### src/rtl/mac_window_sequencer.sv
// mac_window_sequencer
// Sequences one convolution window through an external MAC. The block clears
// the MAC, streams N = KSIZE*KSIZE operand address pairs, and waits for the
// last accumulate. It then quantizes the accumulator to a signed 8-bit value
// and presents that value with a valid/ready handshake.
//
// Ports
//   clk, rst_n            clock, asynchronous active-low reset
//   start, abort          window request / cancel
//   act_base, wgt_base    window base addresses (captured on start)
//   shift, relu_en        quantization controls (captured on start)
//   busy                  high outside IDLE
//   rd_en, act_addr,      operand memory read strobe and addresses
//   wgt_addr
//   mac_enable, mac_clear MAC controls
//   mac_acc               signed MAC accumulator
//   out_data, out_valid,  quantized result handshake
//   out_ready
//   done                  one-cycle pulse marking a completed handshake
//
// All outputs are registered. Because of that, done appears in the cycle
// right after the edge where out_valid && out_ready was sampled.
//
// state  | meaning
// IDLE   | waiting for start
// CLEAR  | mac_clear pulse, idx reset
// FETCH  | N read cycles, idx 0..N-1
// DRAIN  | last MAC enable (read latency 1)
// SETTLE | mac_acc final, quantize into out_data
// OUTPUT | hold out_valid/out_data until out_ready
module mac_window_sequencer #(
    parameter int KSIZE  = 3,
    parameter int ADDR_W = 12
) (
    input  logic                     clk,
    input  logic                     rst_n,
    input  logic                     start,
    input  logic                     abort,
    input  logic [ADDR_W-1:0]        act_base,
    input  logic [ADDR_W-1:0]        wgt_base,
    input  logic [3:0]               shift,
    input  logic                     relu_en,
    output logic                     busy,
    output logic                     rd_en,
    output logic [ADDR_W-1:0]        act_addr,
    output logic [ADDR_W-1:0]        wgt_addr,
    output logic                     mac_enable,
    output logic                     mac_clear,
    input  logic signed [23:0]       mac_acc,
    output logic signed [7:0]        out_data,
    output logic                     out_valid,
    input  logic                     out_ready,
    output logic                     done
);

    localparam int N     = KSIZE * KSIZE;
    localparam int IDX_W = 9;
    localparam logic [IDX_W-1:0] LAST = IDX_W'(N - 1);

    localparam logic [2:0] IDLE   = 3'd0;
    localparam logic [2:0] CLEAR  = 3'd1;
    localparam logic [2:0] FETCH  = 3'd2;
    localparam logic [2:0] DRAIN  = 3'd3;
    localparam logic [2:0] SETTLE = 3'd4;
    localparam logic [2:0] OUTPUT = 3'd5;

    logic [2:0]        state;
    logic [IDX_W-1:0]  idx;
    logic [IDX_W-1:0]  idx_nxt;
    logic [ADDR_W-1:0] act_base_q;
    logic [ADDR_W-1:0] wgt_base_q;
    logic [3:0]        shift_q;
    logic              relu_q;

    logic signed [23:0] q_shift;
    logic signed [23:0] q_relu;
    logic signed [7:0]  q_sat;

    assign idx_nxt = idx + 9'd1;

    always_comb begin
        q_shift = mac_acc >>> shift_q;
        q_relu  = (relu_q && (q_shift < 0)) ? 24'sd0 : q_shift;
        if (q_relu > 24'sd127)
            q_sat = 8'sd127;
        else if (q_relu < -24'sd128)
            q_sat = -8'sd128;
        else
            q_sat = q_relu[7:0];
    end

    always_ff @(posedge clk or negedge rst_n) begin
        if (!rst_n) begin
            state      <= IDLE;
            idx        <= '0;
            act_base_q <= '0;
            wgt_base_q <= '0;
            shift_q    <= '0;
            relu_q     <= 1'b0;
            busy       <= 1'b0;
            rd_en      <= 1'b0;
            act_addr   <= '0;
            wgt_addr   <= '0;
            mac_enable <= 1'b0;
            mac_clear  <= 1'b0;
            out_data   <= '0;
            out_valid  <= 1'b0;
            done       <= 1'b0;
        end else begin
            mac_clear  <= 1'b0;
            done       <= 1'b0;
            // Read data lands one cycle after the strobe, so the enable trails it.
            mac_enable <= rd_en;
            if (state != IDLE && abort) begin
                // Clearing the MAC on abort leaves it in a known state for the next window.
                state      <= IDLE;
                busy       <= 1'b0;
                rd_en      <= 1'b0;
                mac_enable <= 1'b0;
                mac_clear  <= 1'b1;
                out_valid  <= 1'b0;
                idx        <= '0;
            end else begin
                case (state)
                    IDLE: begin
                        if (start) begin
                            act_base_q <= act_base;
                            wgt_base_q <= wgt_base;
                            shift_q    <= shift;
                            relu_q     <= relu_en;
                            mac_clear  <= 1'b1;
                            busy       <= 1'b1;
                            state      <= CLEAR;
                        end
                    end
                    CLEAR: begin
                        idx      <= '0;
                        rd_en    <= 1'b1;
                        act_addr <= act_base_q;
                        wgt_addr <= wgt_base_q;
                        state    <= FETCH;
                    end
                    FETCH: begin
                        if (idx == LAST) begin
                            rd_en <= 1'b0;
                            state <= DRAIN;
                        end else begin
                            // Address sums wrap naturally at 2^ADDR_W.
                            idx      <= idx_nxt;
                            act_addr <= act_base_q + ADDR_W'(idx_nxt);
                            wgt_addr <= wgt_base_q + ADDR_W'(idx_nxt);
                        end
                    end
                    DRAIN: begin
                        state <= SETTLE;
                    end
                    SETTLE: begin
                        out_data  <= q_sat;
                        out_valid <= 1'b1;
                        state     <= OUTPUT;
                    end
                    OUTPUT: begin
                        if (out_ready) begin
                            out_valid <= 1'b0;
                            done      <= 1'b1;
                            busy      <= 1'b0;
                            state     <= IDLE;
                        end
                    end
                    default: begin
                        busy  <= 1'b0;
                        rd_en <= 1'b0;
                        state <= IDLE;
                    end
                endcase
            end
        end
    end

endmodule

### config.mk
export PLATFORM = sky130hd
export DESIGN_NAME = mac_window_sequencer
export DESIGN_NICKNAME = d
export VERILOG_FILES = /design/src/rtl/mac_window_sequencer.sv
export SDC_FILE = /design/constraint.sdc
export NUM_CORES = 1
export LEC_CHECK = 0
export CAP_MARGIN = 40
export CELL_PAD_IN_SITES_DETAIL_PLACEMENT = 0
export CELL_PAD_IN_SITES_GLOBAL_PLACEMENT = 2
export CORE_ASPECT_RATIO = 0.6
export CORE_MARGIN = 2
export CORE_UTILIZATION = 34
export DETAILED_ROUTE_END_ITERATION = 10
export PLACE_DENSITY_LB_ADDON = 0.1
export SYNTH_ARGS = -nofsm -noshare
export SYNTH_HDL_FRONTEND = slang
export SYNTH_SLANG_ARGS = --single-unit
### constraint.sdc
create_clock -name clk -period 3 [get_ports clk]
set_input_delay 0.6 -clock clk [delete_from_list [all_inputs] [get_ports clk]]
set_output_delay 0.6 -clock clk [all_outputs]
set_load 0.01 [all_outputs]
# ---- After elaboration in Yosys (flattened, before gate mapping)
# Cells that the tools add are included.
dict set report totals {
  in_bits 58
  wordCells 84
  reg_bits 79
  out_inout_bits 38
}
dict set report op_classes {
  addsub 3
  n_reduce_logical 17
  bitwise_logic 1
  eq_ne 13
  n_mux 31
  order_cmp 3
  shift 1
}
# operator n
set op_table {}
lappend op_table {{$pmux W12 S2} 2}
lappend op_table {{$add A12 B9 Y12} 2}
lappend op_table {{$gt A24 B8 Y1 const B} 1}
lappend op_table {{$lt A24 B1 Y1 const B} 1}
lappend op_table {{$lt A24 B8 Y1 const B} 1}
lappend op_table {{$mux W12} 2}
lappend op_table {{$mux W24} 1}
lappend op_table {{$sshr A24 B4 Y24} 1}
lappend op_table {{$mux W9} 2}
lappend op_table {{$pmux W3 S6} 1}
lappend op_table {{$pmux W9 S2} 1}
lappend op_table {{$mux W8} 2}
lappend op_table {{$mux W1} 13}
lappend op_table {{$mux W3} 4}
lappend op_table {{$ne A3 B3 Y1 const B} 4}
lappend op_table {{$reduce_and A3 Y1} 4}
lappend op_table {{$add A9 B1 Y9 const B} 1}
lappend op_table {{$eq A9 B4 Y1 const B} 1}
lappend op_table {{$reduce_bool A3 Y1} 3}
lappend op_table {{$reduce_and A2 Y1} 4}
lappend op_table {{$reduce_or A4 Y1} 2}
lappend op_table {{$eq A3 B2 Y1 const B} 2}
lappend op_table {{$eq A3 B3 Y1 const B} 2}
lappend op_table {{$pmux W1 S3} 2}
lappend op_table {{8 further kinds} 10}

# ---- Longest topological paths before layout
dict set report logic_depth {
  ltp_word 7
  mapped_depth 11
}

# ---- Worst setup path before layout
# OpenSTA, ideal clock, no wires.
dict set report synth_timing {
  path_type {reg-to-reg}
  from {register idx[0]}
  to {register wgt_addr[9]}
  setup_time_ps 142
  stages_incl_launch_ff 11
  arrival_ps 2584
  synth_period_minus_slack_ps 2726
  setup_slack_ps 274
  path_cell_list {dfrtp_1 > inv_1 > ha_1 > ha_1 > a21o_1 > a21oi_1 > o21bai_1 > a2111oi_0 > o31a_1 > or3_1 > a31oi_1}
}
dict set report synth_via {
  elab_chain_cells 4
  elab_cells_between_ends 7
  cone_classes {add/sub (2); eq/ne (2); mux (2); reduce/logical (1)}
}
# item line
set synth_lines {}
lappend synth_lines {{start, declared} 68} ;# logic [IDX_W-1:0] idx;
lappend synth_lines {{start signal, assigned} 149} ;# idx <= idx_nxt;
lappend synth_lines {{$add A9 B1 Y9} 79} ;# assign idx_nxt = idx + 9'd1;
lappend synth_lines {{$add A12 B9 Y12} 151} ;# wgt_addr <= wgt_base_q + ADDR_W'(idx_nxt);
lappend synth_lines {{$mux W12} 144} ;# if (idx == LAST) begin
lappend synth_lines {{$pmux W12 S2} 124} ;# case (state)
lappend synth_lines {{end signal, assigned} 140} ;# wgt_addr <= wgt_base_q;
lappend synth_lines {{end signal, assigned} 151}
lappend synth_lines {{end, declared} 46} ;# output logic [ADDR_W-1:0] wgt_addr,
# Parallel ways exist; a longest one is shown, timed or not. The select of a mux whose other input is x is not followed.
# A chain may end at the register's enable or synchronous reset.

# ---- Worst setup path in the final report
dict set report layout_timing {
  from {register idx[1]}
  to {register act_addr[9]}
}
dict set report layout_via {
  elab_chain_cells 4
  elab_cells_between_ends 7
  cone_classes {add/sub (2); eq/ne (2); mux (2); reduce/logical (1)}
}
# item line
set layout_lines {}
lappend layout_lines {{$add A9 B1 Y9} 79}
lappend layout_lines {{$add A12 B9 Y12} 150} ;# act_addr <= act_base_q + ADDR_W'(idx_nxt);
lappend layout_lines {{$mux W12} 144}
lappend layout_lines {{$pmux W12 S2} 124}
lappend layout_lines {{end signal, assigned} 139} ;# act_addr <= act_base_q;
lappend layout_lines {{end signal, assigned} 150}
lappend layout_lines {{end, declared} 45} ;# output logic [ADDR_W-1:0] act_addr,
# Parallel ways exist; a longest one is shown, timed or not. The select of a mux whose other input is x is not followed.

==> run_results.csv <==
group,metric,value,unit
run_status,outcome,"finished, final reports clean",
cts,path_clk_slew,0.07,ns
sta,slew_violations,0,
yosys,syn_inst,598,
die,die_w,172,um
place,pre_cts_slack,-0.0803,ns
sta,worst_slew_pin_slew,0.739,ns
worst_setup_path,cp-startpoint,"idx[1]",
yosys,ys_ff_latch,79,
cts,cts-htree-levels,3,
power_and_ir_drop,power,7.85,mW
sta,fmax,353,MHz
cts,cts_setup_buffers,0,
detailed_routing,vias,5137,
worst_setup_path,critPathLaunchType,"flop",
cells_and_area,finish.utilization,46.6,%
sta,slew_headroom,50.6,%
die,dieArea,17900,um2
detailed_routing,remaining_drc_errors,0,
cts,cts.sinks,79,
die,core,16400,um2
sta,setup_viol,0,
die,row_count,36,
yosys,synth_adder_area_share,5.07,%
cts,cts_buffer_depth,2,
detailed_routing,drt_iter0_drc,372,
yosys,yosysWarnings,0,
detailed_routing,vias_per_cell,5.33,
cts,insertion_delay,0.34,ns
detailed_routing,wirelength,18200,um
worst_setup_path,r2r-start,"idx[1]",
cts,numCtsBuffers,9,
global_route,antenna_found_initial,1,
yosys,synth_top_family_by_area,"multiplexers",
cells_and_area,area_growth_syn_to_layout,33.0,%
hold_path,hold_path_class,"input pin to asynchronous set/reset pin",
global_route,grt-ovfl-total,0,
yosys,netlist_area,5730,um2
worst_setup_path,worstPathCellList,"inv_1, ha_4, ha_1, a21o_1, a21oi_1, o21bai_1, a2111o_1, a41oi_1, buf_4, o21ai_0, a31oi_1",
sta,hold_viol,0,
sta,rsz0062_at_grt,"yes",
worst_setup_path,crit_family,"compound AO/OA/AOI/OAI gates",
place,portBuffers,95,
power_and_ir_drop,p_leak,3.25,nW
yosys,synth-seq-area-share,34.5,%
global_route,first_global_vias,4828,
yosys,syn_area_per_cell,9.58,um2
yosys,synth-async-reset-ratio,100,%
sta,finClkSkew,0.0114,ns
yosys,ys_types,66,
cells_and_area,drive_gt1_share,20.5,%
die,die_y,105,um
yosys,yosysTopAreaCellShare,34.5,%
worst_setup_path,cp_data_arrival_time,3.09,ns
cells_and_area,diodes,0,
cts,cts_hold_buf,0,
yosys,synth_nets,678,
sta,period_share,94.4,%
yosys,synth-simple-area-share,15.8,%
yosys,synth_mux_area_share,20.0,%
power_and_ir_drop,irDropWorstVdd,0.000341,V
place,dp_hpwl,14500,um
worst_setup_path,critical-path-max-stage-delay,0.44,ns
yosys,synth.most_common_cell,"dfrtp_1",
global_route,grt_usage,20.8,%
worst_setup_path,cp_num_buf_inv,2,
detailed_routing,routedWlPerCell,18.9,um
sta,period_minus_slack,2.83,ns
power_and_ir_drop,power.density,1030,nW/um2
worst_setup_path,critPathCaptureType,"flop",
yosys,synth_edf_count,0,
worst_setup_path,cp_max_fo,5,
yosys,yosys.area_share.xor_xnor,2.75,%
sta,setup_slack,0.169,ns
yosys,synth_common_cells,"dfrtp_1 (79), nand2_1 (69), nor2_1 (59)",
die,io_pins,96,
cts,ctsRootBufferMaster,"clkbuf_16",
place,gp_congestion,0.909,
yosys,synth_area_leaders,"dfrtp_1 (35%), mux4_2 (7.9%), mux2_2 (6.1%)",
worst_setup_path,path_class,"flop to flop",
detailed_routing,firstDrtPassIters,5,
yosys,synth_top_area_cell,"dfrtp_1",
cts,cts_tree,"yes",
global_route,grt_max_degree,54,
yosys,synth_compound_area_share,17.6,%
global_route,grt_pass1_wl,28300,um
die,start_util,35.0,%
yosys,synth_flop_cell,"dfrtp_1",
worst_setup_path,critPathSlowestCell,"a2111o_1",
flow_run,max-cap-violations,0,
sta,tns,0,ns
detailed_routing,ant_nets,0,
cells_and_area,nets,811,
worst_setup_path,worst-endpoint-required,3.26,ns
-- state kept, by name, indices dropped and copies added (netlist names) --
register,count
shift_q,4
idx,9
rd_en,1
out_valid,1
mac_enable,1
done,1
wgt_addr,12
state,3
act_base_q,12
busy,1
act_addr,12
relu_q,1
wgt_base_q,12
mac_clear,1
out_data,8
-- path summary, 6_finish.rpt --
kind	slack [ns]	depth (start not counted)	to
max reg2reg	0.17	11	act_addr[9]
min in group clk	0.48	2	wgt_addr[4]
min reg2reg	0.48	2	wgt_addr[4]
max	0.17	11	act_addr[9]
max in group asynchronous	2.05	2	idx[3]
min	0.31	1	shift_q[3]
-- metrics by stage --
| stage | instances | instance area (um2) | hold slack [ns] |
|---|---|---|---|
| after floorplan | 598 | 5730 | 0.304 |
| after global placement | 948 | 7280 | 0.466 |
| after detailed placement | 948 | 7280 | 0.473 |
| after CTS | 964 | 7560 | 0.329 |
| after global routing | 964 | 7620 | 0.353 |
| final | 964 | 7620 | 0.306 |
-- power by group --
group	leakage, nW	switching, mW	internal (mW)
Combinational	2.15	2.43	2.37
Sequential	0.958	0.456	1.54
Clock	0.134	0.487	0.570
-- metal layers --
| layer | up-vias | GRT usage (%) | wire [um] |
|---|---|---|---|
| met2 | 166 | 23.6 | 6260 |
| met1 | 2487 | 36.9 | 10500 |
| li1 | 2476 | - | - |
| met3 | 8 | 5.83 | 1460 |
| met4 | 0 | 2.91 | 60 |
| met5 | - | 0 | 0 |
-- cell type report --
| type | count | area (um2) |
|---|---|---|
| sequential | 79 | 1980 |
| tap | 228 | 285 |
| clock buffer | 9 | 225 |
| fill | 1509 | 8730 |
| clock inverter | 7 | 53.8 |
| multi-input combinational | 466 | 3570 |
| timing repair buffer | 158 | 1450 |
| inverter | 17 | 63.8 |
-- logic make-up (layout without fill, tap and decap cells) --
group	Yosys count	count (layout)
compound gates	157	157
xor+xnor	18	18
fa+ha+maj	22	22
buf+inv	53	191
flops	79	79
mux	72	72
simple gates	197	197
-- placed cells by master (no fill, tap or decap), types with 5 or more instances in the layout --
cell / n
a21oi_1: 47
nand2_1: 69
o211ai_1: 5
clkbuf_16: 9
o21ai_0: 31
a211o_1: 5
o21bai_1: 5
inv_1: 17
and2_1: 5
a22o_1: 6
mux4_1: 8
a21o_1: 8
ha_1: 18
xnor2_1: 14
mux2i_1: 12
buf_4: 62
clkdlybuf4s50_1: 94
nor3_1: 17
or3_1: 5
a31oi_1: 15
mux2_2: 31
nor2_1: 58
nand3_1: 15
dfrtp_1: 79
and3_1: 6
mux4_2: 20
-- repair_timing --
action	in CTS	in global routing
endpoints found under the hold margin	0	0
gates resized for setup	0	11
endpoints found under the setup margin	0	10
Power figures use the tool's default switching activity.
==> patch 1, RTL diff (config.mk and constraints unchanged) <==
Set the localparam `IDX_W` to 11 (it was 9).
--- a/src/rtl/mac_window_sequencer.sv
+++ b/src/rtl/mac_window_sequencer.sv
@@ -56,3 +56,3 @@
     localparam int N     = KSIZE * KSIZE;
-    localparam int IDX_W = 9;
+    localparam int IDX_W = 11;
     localparam logic [IDX_W-1:0] LAST = IDX_W'(N - 1);
Check against the original RTL: same outputs for any inputs over 10 cycles, from zero or initial values and one cycle with rst_n low; that may be too few to reach the edited logic, so the function may still have changed.
==> patch 1 against the unedited design <==
- sequential share of layout area increased by 0.38 points
- worst setup slack got worse by 0.070 ns
- largest cell class unchanged
- worst hold slack about the same
- sequential cell count up 2
- die area is 2.6% higher
- routed wire length down 2.8%
- global-route usage is 0.97 points lower
- final area up 1.1%
- combinational power fell by 10%
- synthesized area is 2.6% higher
- maximum frequency shrank 2.4%
- total power down 3.7%
- critical path depth down 1
==> patch 1: results (changes against the unedited design) <==
| Result | Value | Delta |
|:---|:---|:---|
| Via density | 5.46 | +2.5% |
| Wire per inst | 18.3 µm | -3.6% |
| Number of placed cells counting well taps | 955 | +0.74% |
| Antenna violations before repair | 0 | -1 |
| Nets | 817 | +0.74% |
| Ys Warns | 0 | unchanged |
| Top fanout value on the critical path | 5 | unchanged |
| Post-CTS clock slew at the launch and capture registers of the worst setup and hold paths | 0.06 ns |  |
| Layout filler cell count | 1653 | +9.5% |
| Seq/Total Area, Yosys | 34.5% | -0.037 points |
| Run status | finished clean |  |
| Number of detailed-route iterations in the first pass | 5 | unchanged |
| Met1 WL | 9.94 mm | -5.1% |
| Global-route wire length before repair | 28.9 mm | +2.1% |
| Min-delay worst type | in -> async |  |
| Share of async-settable or async-resettable flops after synthesis | 100% | unchanged |
| Routability congestion estimate | 0.885 | -2.7% |
| Cell type of the slowest stage on the worst timing path | or4b_2 |  |
| Worst skew pair latency | 0.33 ns |  |
| Clock skew | 0.00939 ns | -0.00206 ns |
| Highest metal used | met4 |  |
| Post-synthesis net count | 698 | +2.9% |
| Overall Global Routing Usage | 19.9% | -0.97 points |
| Top FF cell, synth | dfrtp_1 |  |
| Maximum number of pins on one net before global-route repair | 51 | -5.6% |
| Static Leak | 3.22 nW | -0.85% |
| Number of clock buffers inserted by TritonCTS | 9 | unchanged |
| H-tree lvl count | 3 | unchanged |
| Buffers added on ports | 95 | unchanged |
| Worst Reg2Reg Path Length in Cells | 10 | -1 |
| CP arrival | 3.16 ns | +0.07 ns |
| Total met3 wirelength after detailed routing | 1.23 mm | -16% |
| Starting DRT DRC Count | 399 | +7.3% |
| Number of buffers on the longest clock path | 2 | unchanged |
| Half-perimeter wire length after detailed placement | 13.8 mm | -5.1% |
| Cell Area, Placed | 7330 µm² | +0.58% |
| Proportion of layout cells with a drive suffix above 1 | 20.1% | -0.46 points |
| ANT cells | 0 | unchanged |
| Via count of the first global-routing pass | 5073 | +5.1% |
| Average size of a mapped cell | 9.58 µm² | about the same |
| Final non-filler cell total | 972 | +0.83% |
| Distinct cells, synth | 64 | -3.0% |
| Leading post-synthesis cells by cell area | dfrtp_1 34%, mux4_2 9.2%, mux2_2 5.6%, ha_1 5.1%, nand2_1 4.3% |  |
| Slew at the pin closest to its max-slew limit | 0.698 ns | -0.0411 ns |
| Slowest stage delay, CP | 0.60 ns | +0.16 ns |
| Synth top cells by count | 81 x dfrtp_1, 67 x nand2_1, 55 x nor2_1, 34 x a21oi_1, 29 x mux2_2 |  |
| Met2 wire length | 6.51 mm | +3.9% |
| Root buffer selected by CTS | clkbuf_16 |  |
| Largest vdd supply drop | 0.000483 V | +41% |
patch 1: worst paths after layout:
| kind | from | end | slack [ns] |
|---|---|---|---|
| max | idx[0] | act_addr[11] | 0.1 |
| min | rst_n | shift_q[0] | 0.31 |
| max reg2reg | idx[0] | act_addr[11] | 0.1 |
| min reg2reg | wgt_addr[3] | wgt_addr[3] | 0.49 |
| max in group asynchronous | rst_n | act_base_q[2] | 2.00 |
| min in group clk | wgt_addr[3] | wgt_addr[3] | 0.49 |
patch 1: cells by family after synthesis:
kind of cell	after synthesis	share of synthesized area, %
and+or+nand+nor	206	16.5
AOI/OAI and AO/OA	148	16.5
DFF	81	34.5
muxes	76	18.8
buffers and inverters	52	4.17
adders and majority gates	26	5.79
xor gates and xnor gates	25	3.72
patch 1: power breakdown:
| part | internal [mW] | total (mW) | switching [mW] | leakage (nW) |
|---|---|---|---|---|
| registers | 1.53 | 2.03 | 0.501 | 0.962 |
| clock network | 0.733 | 1.20 | 0.472 | 0.153 |
| logic | 2.18 | 4.32 | 2.14 | 2.10 |
| total | 4.44 | 7.56 | 3.12 | 3.22 |
patch 1: metrics by stage:
stage                     setup WS, ns  setup TNS [ns]  total power [mW]  hold WS [ns]  utilization [%]
after CTS                     0.000949               0              7.57         0.334             45.0
final                           0.0985               0              7.56         0.306             45.2
after floorplan                  0.124               0              4.80         0.304                -
after global routing           0.00337               0              8.13         0.358             45.2
after global placement         -0.0211         -0.0211              6.30         0.473             43.0
after detailed placement       -0.0383         -0.0530              6.33         0.484             43.0
patch 1: routing by layer:
| metal | GRT usage, % | up-vias |
|---|---|---|
| met5 | 0 | - |
| met4 | 2.64 | 0 |
| met3 | 3.93 | 4 |
| met2 | 24.6 | 179 |
| met1 | 34.3 | 2594 |
| li1 | - | 2531 |
patch 1: cell type report:
| class | instances | share of cell area (%) |
|---|---|---|
| clock inverters | 6 | 1.17 |
| multi-input cells | 481 | 47.6 |
| flip-flops and latches | 81 | 26.3 |
| well taps | 234 | 3.80 |
| repair buffers | 146 | 17.4 |
| clock buffers | 10 | 2.97 |
| inverters | 14 | 0.682 |
patch 1: worst max-delay path: cells and delay by family, from the launching register on:
kind	cells	cell delay, ns
AOI/OAI and AO/OA	1	0.18
xor gates and xnor gates	1	0.18
adders and majority gates	2	0.55
DFF	1	0.41
and+or+nand+nor	6	1.50
patch 1: what timing repair did:
action | 4_1_cts | 5_1_grt
gates resized for setup | 2 | 11
hold buffers | 0 | 0
buffers inserted | 0 | 1
setup endpoints to repair | 1 | 7
==> patch 2, RTL diff (config.mk and constraints unchanged) <==
Without the edit above. Make the reset (`rst_n`) synchronous in one clocked block. Comments in the files are not updated.
--- a/src/rtl/mac_window_sequencer.sv
+++ b/src/rtl/mac_window_sequencer.sv
@@ -91,3 +91,3 @@
 
-    always_ff @(posedge clk or negedge rst_n) begin
+    always_ff @(posedge clk) begin
         if (!rst_n) begin
Function: differs if rst_n is asserted again (counterexample within 4 cycles, from zero or initial values and one cycle with rst_n low); with rst_n held inactive, the same outputs for 10 cycles.
==> patch 2 against the unedited design <==
- core utilization hardly changed
- clock skew is 0.0041 ns lower
- highest routed layer unchanged
- worst setup slack worse by 0.069 ns
- routed wire length is 0.26% lower
- cell count is 2.5% higher
- maximum frequency is 2.4% lower
- synthesized area is 4.3% lower
- final area is 5.0% lower
- sequential cell count stayed put
- synthesized cell count is 10% higher
- critical path type is now in -> reg
Power is not compared: it rests on default switching activity, and its combinational part moved more than twofold at a synthesized area within 25%.
==> patch 2: results (changes against the unedited design) <==
| Result | Value | Delta |
|:---|:---|:---|
| Half-perimeter wire length after detailed placement | 14.1 mm | -2.9% |
| Met3 usage in global routing | 4.65% | -1.2 points |
| CP arrival | 3.17 ns | +0.08 ns |
| End point of the critical path | out_data[0] |  |
| Proportion of layout cells with a drive suffix above 1 | 14.3% | -6.2 points |
| Slowest stage delay, CP | 0.57 ns | +0.13 ns |
| Starting DRT DRC Count | 488 | +31% |
| Slew at the pin closest to its max-slew limit | 0.682 ns | -0.0564 ns |
| Run status | finished clean |  |
| Routed WL | 18.2 mm | -0.26% |
| Top Family by Delay on Critical Path | compound AO/OA/AOI/OAI gates |  |
| Top FF cell, synth | dfxtp_1 |  |
| Min-delay worst type | reg -> reg |  |
| Via count of the first global-routing pass | 4963 | +2.8% |
| Global routing met2 resource utilization | 25.8% | +2.3 points |
| Reg2Reg Launch Point | idx[0] |  |
| Leading post-synthesis cells by cell area | dfxtp_1 29%, nand2_1 8.0%, mux4_2 5.8%, a21oi_1 5.2%, ha_1 4.6% |  |
| Number of buffers on the longest clock path | 2 | unchanged |
| Nets | 861 | +6.2% |
| Crit Reg-Reg Endpoint | act_addr[10] |  |
| Cell Area, Placed | 6940 µm² | -4.8% |
| Global-route wire length before repair | 28.2 mm | -0.34% |
| Largest vdd supply drop | 0.000396 V |  |
| Number of clock buffers inserted by TritonCTS | 9 | unchanged |
| Number of detailed-route iterations in the first pass | 5 | unchanged |
| Worst Reg2Reg Path Length in Cells | 12 | +1 |
| Distinct cells, synth | 60 | -9.1% |
| Layout filler cell count | 1516 | +0.46% |
| Post-cts resize count | 0 | unchanged |
| CP startpoint | mac_acc[15] |  |
| Synth top cells by count | 117 x nand2_1, 79 x dfxtp_1, 57 x a21oi_1, 39 x o21ai_0, 35 x nor2_1 |  |
| Worst skew pair latency | 0.34 ns | about the same |
| Seq/Total Area, Yosys | 28.9% | -5.6 points |
| Antenna violations before repair | 0 | -1 |
| Via density | 5.44 | +2.1% |
| Worst-case hold slack | 0.473 ns | +0.167 ns |
| Post-synthesis net count | 740 | +9.1% |
| Maximum number of pins on one net before global-route repair | 47 | -13% |
| Wire per inst | 18.4 µm | -2.7% |
| Hold_sp | wgt_base_q[11] |  |
| Met1 demand-to-capacity share in global routing | 36.6% | -0.37 points |
| Worst reg2reg setup slack | 0.14 ns | -0.03 ns |
| Overall Global Routing Usage | 21.4% | +0.56 points |
| Routability congestion estimate | 0.938 | +3.1% |
| Layout area overhead | 32.1% |  |
| Number of cells on the worst hold path | 2 |  |
| Top fanout value on the critical path | 7 | +2 |
| Proportion of power drawn by combinational gates | 47.8% |  |
| Cell type of the slowest stage on the worst timing path | clkdlybuf4s50_1 |  |
| Root buffer selected by CTS | clkbuf_16 |  |
| Share of async-settable or async-resettable flops after synthesis | 0% | -100 points |
| Buffers added on ports | 95 | unchanged |
| Clock skew | 0.00739 ns | -0.00406 ns |
## patch 2: final cells by class
type | count | share of cell area (%)
Tap cell | 203 | 3.51
Multi-Input combinational cell | 522 | 50.2
Inverter | 12 | 0.622
Clock buffer | 12 | 3.68
Sequential cell | 79 | 21.9
Timing Repair Buffer | 157 | 19.8
Clock inverter | 3 | 0.242
## patch 2: through the flow
stage,setup slack (ns),instances
after global routing,-0.0323,988
after detailed placement,-0.184,973
final,0.0998,988
after CTS,0.0936,988
after global placement,-0.207,973
after floorplan,0.468,660
## patch 2: cells by family after synthesis
family / after synthesis / synth area share (%)
simple gates: 230 / 19.1
compound gates: 193 / 23.3
flops: 79 / 28.9
buf+inv: 59 / 5.07
mux: 49 / 13.9
xor+xnor: 28 / 4.48
fa+ha+maj: 22 / 5.30
## patch 2: layer usage
layer / routed length, µm / vias up
met3: 1310 / 11
met5: 0 / -
met1: 10500 / 2564
li1: - / 2626
met4: 83 / 0
met2: 6290 / 177
